===== src/rtl/clkgen_pkg.sv =====
// Shared constants and types for the multi-channel clock-enable generator.
// Channel roles and default divisors carried over from the fixed /3 /4 /5 generator.
package clkgen_pkg;

   localparam int CNT_W_DEF = 4;

   localparam int CH_CPU    = 0;
   localparam int CH_DSP    = 1;
   localparam int CH_CHROMA = 2;
   localparam int CH_PIX    = 3;

   // Divisors are period-1: /5, /3, /4 and /5.
   localparam int unsigned DIV_CPU_SLOW    = 4;
   localparam int unsigned DIV_CPU_FAST    = 2;
   localparam int unsigned DIV_CHROMA_PAL  = 3;
   localparam int unsigned DIV_CHROMA_NTSC = 4;

   typedef struct packed {
      logic rise;
      logic fall;
      logic lvl;
   } ch_out_t;

endpackage


===== src/rtl/clkgen_channel.sv =====
// One divider channel: period counter, shadowed divisor/high time,
// and the rise/fall/level decode gated by reset, enable and test mode.
module clkgen_channel
   import clkgen_pkg::*;
#(
   parameter int CNT_W = CNT_W_DEF
) (
   input  logic             clk_i,
   input  logic             rst_i,
   input  logic             en_i,
   input  logic             resync_i,
   input  logic             tst_i,
   input  logic             tst_clk_i,
   input  logic [CNT_W-1:0] div_i,
   input  logic [CNT_W-1:0] high_i,
   output ch_out_t          out_o
);

   logic [CNT_W-1:0] cnt_q, cnt_d;
   logic [CNT_W-1:0] sdiv_q, sdiv_d;
   logic [CNT_W-1:0] shigh_q, shigh_d;
   logic             wrap;
   logic             reload;
   logic             dec_rise;
   logic             dec_fall;
   logic             dec_lvl;

   // Shadows only change when the counter restarts, so no runt periods.
   always_comb begin
      wrap    = (cnt_q == sdiv_q);
      reload  = tst_i | ~en_i | resync_i | wrap;
      cnt_d   = cnt_q + CNT_W'(1);
      sdiv_d  = sdiv_q;
      shigh_d = shigh_q;
      if (reload) begin
         cnt_d   = '0;
         sdiv_d  = div_i;
         shigh_d = high_i;
      end
   end

   always_ff @(posedge clk_i) begin
      if (rst_i) begin
         cnt_q   <= '0;
         sdiv_q  <= div_i;
         shigh_q <= high_i;
      end else begin
         cnt_q   <= cnt_d;
         sdiv_q  <= sdiv_d;
         shigh_q <= shigh_d;
      end
   end

   always_comb begin
      dec_lvl  = (cnt_q < shigh_q);
      dec_rise = (cnt_q == '0) && (shigh_q != '0);
      dec_fall = (cnt_q == shigh_q) && (shigh_q != '0)
              && (shigh_q <= sdiv_q);
   end

   always_comb begin
      out_o = '0;
      if (rst_i) begin
         out_o = '0;
      end else if (tst_i) begin
         out_o = {1'b1, 1'b0, tst_clk_i};
      end else if (en_i) begin
         out_o = {dec_rise, dec_fall, dec_lvl};
      end
   end

endmodule


===== src/rtl/clkgen_multi_enable.sv =====
// Multi-channel clock-enable generator: NUM_CH independent dividers
// sharing reset, resync and test-mode control on MasterClock.
module clkgen_multi_enable
   import clkgen_pkg::*;
#(
   parameter int NUM_CH = 4,
   parameter int CNT_W  = CNT_W_DEF
) (
   input  logic                    MasterClock,
   input  logic                    Reset,
   input  logic [NUM_CH-1:0]       ChEn,
   input  logic [NUM_CH*CNT_W-1:0] Div,
   input  logic [NUM_CH*CNT_W-1:0] High,
   input  logic                    Resync,
   input  logic                    TstMode,
   input  logic                    TstClk,
   output logic [NUM_CH-1:0]       Rise,
   output logic [NUM_CH-1:0]       Fall,
   output logic [NUM_CH-1:0]       Lvl
);

   ch_out_t ch_o [NUM_CH];

   for (genvar g = 0; g < NUM_CH; g++) begin : g_ch
      clkgen_channel #(
         .CNT_W (CNT_W)
      ) u_ch (
         .clk_i     (MasterClock),
         .rst_i     (Reset),
         .en_i      (ChEn[g]),
         .resync_i  (Resync),
         .tst_i     (TstMode),
         .tst_clk_i (TstClk),
         .div_i     (Div[g*CNT_W +: CNT_W]),
         .high_i    (High[g*CNT_W +: CNT_W]),
         .out_o     (ch_o[g])
      );

      assign Rise[g] = ch_o[g].rise;
      assign Fall[g] = ch_o[g].fall;
      assign Lvl[g]  = ch_o[g].lvl;
   end

endmodule

===== config.mk =====
export PLATFORM = sky130hd
export DESIGN_NAME = clkgen_multi_enable
export DESIGN_NICKNAME = d
export VERILOG_FILES = /design/src/rtl/clkgen_pkg.sv /design/src/rtl/clkgen_channel.sv /design/src/rtl/clkgen_multi_enable.sv
export SDC_FILE = /design/constraint.sdc
export NUM_CORES = 1
export LEC_CHECK = 0
export CAP_MARGIN = 0
export CELL_PAD_IN_SITES_DETAIL_PLACEMENT = 1
export CELL_PAD_IN_SITES_GLOBAL_PLACEMENT = 1
export CORE_MARGIN = 8
export CORE_UTILIZATION = 41
export CTS_CLUSTER_DIAMETER = 100
export DETAILED_ROUTE_END_ITERATION = 8
export PLACE_DENSITY = 0.89
export SYNTH_ARGS = -nofsm -noshare
export SYNTH_HDL_FRONTEND = slang
export SYNTH_HIERARCHICAL = 1
export SYNTH_SLANG_ARGS = --single-unit

===== constraint.sdc =====
create_clock -name MasterClock -period 1.7 [get_ports MasterClock]
set_input_delay 0.255 -clock MasterClock [delete_from_list [all_inputs] [get_ports MasterClock]]
set_output_delay 0.255 -clock MasterClock [all_outputs]
set_load 0.01 [all_outputs]

== Yosys cells after proc, flatten, opt, wreduce, memory -nomap -nowiden ==
Cells that the tools add are included.
W data, S select, Z words.
Cells by class
  multiplexer cells: 28
  bitwise operators: 16
  add/sub/neg operators: 4
  reductions and logical operators: 28
  magnitude comparators: 8
  equal/unequal tests: 8
Operators with widths (count)
  $mux W4: 16
  $mux W3: 12
  $eq A4 B4 Y1: 8
  $add A4 B1 Y4 const B: 4
  $le A4 B4 Y1: 4
  $logic_not A4 Y1: 4
  $lt A4 B4 Y1: 4
  $reduce_bool A4 Y1: 4
  $logic_and A1 B1 Y1: 12
  $or A1 B1 Y1: 12
  $reduce_bool A2 Y1: 4
  $reduce_or A2 Y1: 4
  $not A1 Y1: 4
Storage, ports and cells
  register bits after elaboration: 48
  bits of input ports: 41
  output and inout bits: 12

== Longest topological paths before layout ==
  depth after elaboration: 6
  mapped depth: 6
  depth with buffers taken out: 6

== Modules after synthesis ==
The synthesis kept the hierarchy.
Modules (own cells, without submodules)
  clkgen_channel: seq. area each 320.3 um^2, area each 710.7 um^2, cells each 66, instances 4

== Worst setup path after synthesis ==
No wires, ideal clock.
  path kind: reg-to-output
  from: reg g_ch[0].u_ch.shigh_q[3]
  to: out Fall[0]
  setup slack: -119 ps
  data required time: 1445 ps
  buffers on the path: 0
  data arrival time: 1564 ps
  cell stages (with the launch flop): 5
  cells stage by stage: edfxtp_1 ha_1 a21oi_1 o21ai_0 a2111oi_0
On the way
  cells in the longest elaborated chain, start to end: 6
  elaborated cells on any way between the ends: 8
Ends and longest elaborated chain
  from (decl): RTL line clkgen_channel.sv:21  | logic [CNT_W-1:0] shigh_q, shigh_d;
  from (signal assigned): RTL line clkgen_channel.sv:46  | shigh_q <= high_i;
  from (signal assigned): RTL line clkgen_channel.sv:50  | shigh_q <= shigh_d;
  branches (longest 2 deep; another with $le A4 B4 Y1)
  $logic_and A1 B1 Y1 (*): RTL line clkgen_channel.sv:58  | && (shigh_q <= sdiv_q);
  $mux W3 (*): RTL line clkgen_channel.sv:67  | end else if (en_i) begin
  $mux W3 (*): RTL line clkgen_channel.sv:65  | end else if (tst_i) begin
  $mux W3 (*): RTL line clkgen_channel.sv:63  | if (rst_i) begin
  to (decl): RTL line clkgen_multi_enable.sv:18  | output logic [NUM_CH-1:0] Fall,
Mark *: on every way between the ends.

== Final worst setup path ==
  from: reg g_ch[3].u_ch.shigh_q[2]
  to: out Fall[3]
On the way
  cells in the longest elaborated chain, start to end: 6
  elaborated cells on any way between the ends: 8
Ends and longest elaborated chain (RTL line)
  from (decl): clkgen_channel.sv:21
  from (signal assigned): clkgen_channel.sv:46
  from (signal assigned): clkgen_channel.sv:50
  branches (longest 2 deep; another with $le A4 B4 Y1)
  $logic_and A1 B1 Y1 (*): clkgen_channel.sv:58
  $mux W3 (*): clkgen_channel.sv:67
  $mux W3 (*): clkgen_channel.sv:65
  $mux W3 (*): clkgen_channel.sv:63
Marks and branches as above.

==> metrics.cfg <==
[run_status]
status=finished with violations
violations=setup timing

[sta]
fin_crit_ps=2360
timing.final.ws_setup_ps=-658
slew_headroom_pct=75.6
maxSlewViolCount=0
post-route-period-util_pct=139
rsz0062_at_grt=yes
finalClockSkew_ps=4.24
finalSetupViolations=42
hold_viol=0
whs_ps=498
tightest_slew_ps=366
timing.fmax_mhz=424

[clocking]
hold_buffers=0
clk_path_buf_depth=2
clock-root-buffer=clkbuf_8
clk_latency_ps=310
numCtsBuffers=5
clk_pin_slew_ps=100
cts_sinks=48
cts_tree=built
htree_levels=2

[floorplanning]
dieArea_um2=9850
fp.dieH_um=99.3
die-width_um=99.3
start_util_pct=42.1
num_rows=30
io_pins=53
core-area_um2=6760

[setup_path]
critical_path_buf_inv_count=2
cp.required_ps=1440
critPathKind=reg2out
cp-end-kind=output port
cp_max_fo=3
worst_path_largest_cell_delay_ps=500
arrival_ps=2100
startpoint_type=register
crit_slowest_cell=edfxtp_1
path_cells=inv_1, ha_1, nand4_1, a2111oi_2, buf_2
cp_top_family=flip-flops

[detailed_routing]
drcViolationCount=0
routedWlPerCell_um=29.7
wirelength_mm=14.5
antenna_left=0
vias_per_cell=5.86
drtIter0Drc=154
dr_total_vias=2859
dr.pass1.iters=4

[synth]
syn_inst=264
ys_warn_count=6
synth_seq_cells=48
synth_fp_nets=345
postSynthAreaPerCell_um2=10.8
synth.distinct_cells=21
netlist_area_um2=2840
ys_seq_area_share_pct=45.1

[cells_and_area]
fillers=624
drive_gt1_share_pct=52.0
diodes=0
area_delta_synth_final_pct=76.2
nNetsFinal=488

[grt]
grt_max_degree=14
grt-ovfl-total=0
grt_pass1_wl_mm=17.1
grt_pass1_vias=3010
antenna_found_initial=0
track_usage_pct=22.6

[worst_hold_path]
holdCritPathClass=in2reg

[power_and_ir_drop]
p_leak_nw=2.09
ir_drop_v=0.000611
powerDensity_nw_per_um2=587

[placement]
io_buffers=52
place_ws_ps=-817
dp_hpwl_mm=6.13
gp_congestion=0.814

[flow_run]
maxCapViolations=0

-- cell usage in the layout, fill, tap and decap left out, drive strengths merged --
cell type,count
nand3,4
a2111oi,8
nand4,8
nor2,28
o211ai,4
inv,48
clkdlybuf4s50,35
buf,97
dfxtp,16
edfxtp,32
o21ai,4
or3,8
xnor2,4
a21oi,8
nor2b,4
clkbuf,11
xor2,20
a22oi,4
nand2,8
dlygate4sd2,4
ha,40
nor4,12
dlymetal6s2s,1
-- cell type report --
class	instances	area [um2]	area share [%]
inverter	48	195	3.90
clock buffer	8	90.1	1.80
tap	80	100	2.00
multi-input combinational	164	2010	40.1
sequential	48	1290	25.7
timing repair buffer	140	1320	26.4
-- cells in the mapped netlist, drive strengths merged --
cell / number / area [um2]
o211ai: 4 / 30.0
edfxtp: 32 / 961
nand3: 4 / 20.0
or3: 8 / 50.1
nand2: 8 / 30.0
a22oi: 4 / 30.0
nand4: 8 / 50.1
xor2: 20 / 175
ha: 40 / 500
o21ai: 4 / 20.0
xnor2: 4 / 35.0
nor4: 12 / 75.1
inv: 48 / 180
buf: 4 / 45.0
nor2b: 4 / 25.0
a2111oi: 8 / 70.1
a21oi: 8 / 40.0
dfxtp: 16 / 320
nor2: 28 / 185
-- sequential cells by signal, indices dropped and copies added, names as in the netlist --
| name | flops |
|---|---|
| g_ch.u_ch/cnt_q | 16 |
| g_ch.u_ch/sdiv_q | 16 |
| g_ch.u_ch/shigh_q | 16 |
-- final timing paths --
kind,start,to,slack [ps],cells after the start
max reg2reg,g_ch[0].u_ch/sdiv_q[0]$_DFFE_PP_,g_ch[0].u_ch/shigh_q[0]$_DFFE_PP_,-190,7
min,High[13],g_ch[3].u_ch/shigh_q[1]$_DFFE_PP_,500,1
min reg2reg,g_ch[0].u_ch/cnt_q[0]$_SDFF_PP0_,g_ch[0].u_ch/cnt_q[0]$_SDFF_PP0_,590,2
max,g_ch[3].u_ch/shigh_q[2]$_DFFE_PP_,Fall[3],-660,5
-- where the power goes --
| group | switching (mW) | leakage, nW | internal [mW] | total, mW |
|---|---|---|---|---|
| combinational | 0.408 | 1.57 | 0.427 | 0.835 |
| clock | 0.414 | 0.0455 | 0.333 | 0.748 |
| sequential | 0.0584 | 0.468 | 1.30 | 1.36 |
-- cell families (layout without fill, tap and decap cells) --
family,Yosys count,in the layout,share of synthesized area (%)
buf+inv,52,196,7.92
compound gates,28,28,6.69
flops,48,48,45.1
simple gates,72,72,15.3
fa+ha+maj,40,40,17.6
xor+xnor,24,24,7.39
-- metal layers --
metal	GRT usage, %	part of all wire, %
met1	25.5	39
met2	39.8	51
met3	5.31	5.7
met4	9.20	4.7
met5	0	0
-- timing repair --
action	CTS	global route
pin swaps	34	43
buffers inserted	20	17
setup endpoints to repair	45	41
gates cloned	3	2
gates resized for setup	150	68
-- metrics by stage --
step	power, mW	TNS (ps)	std cells	area [um2]	util (%)
global placement	1.78	-21270	444	3830	56.6
floorplan	1.55	0	264	2850	-
CTS	2.69	-4240	474	4510	66.8
finish	2.94	-7590	488	5010	74.1
global route	3.02	-9110	488	5010	74.1
detailed placement	1.82	-23200	444	3830	56.6
Note: power is estimated with default switching activity, not from simulation.
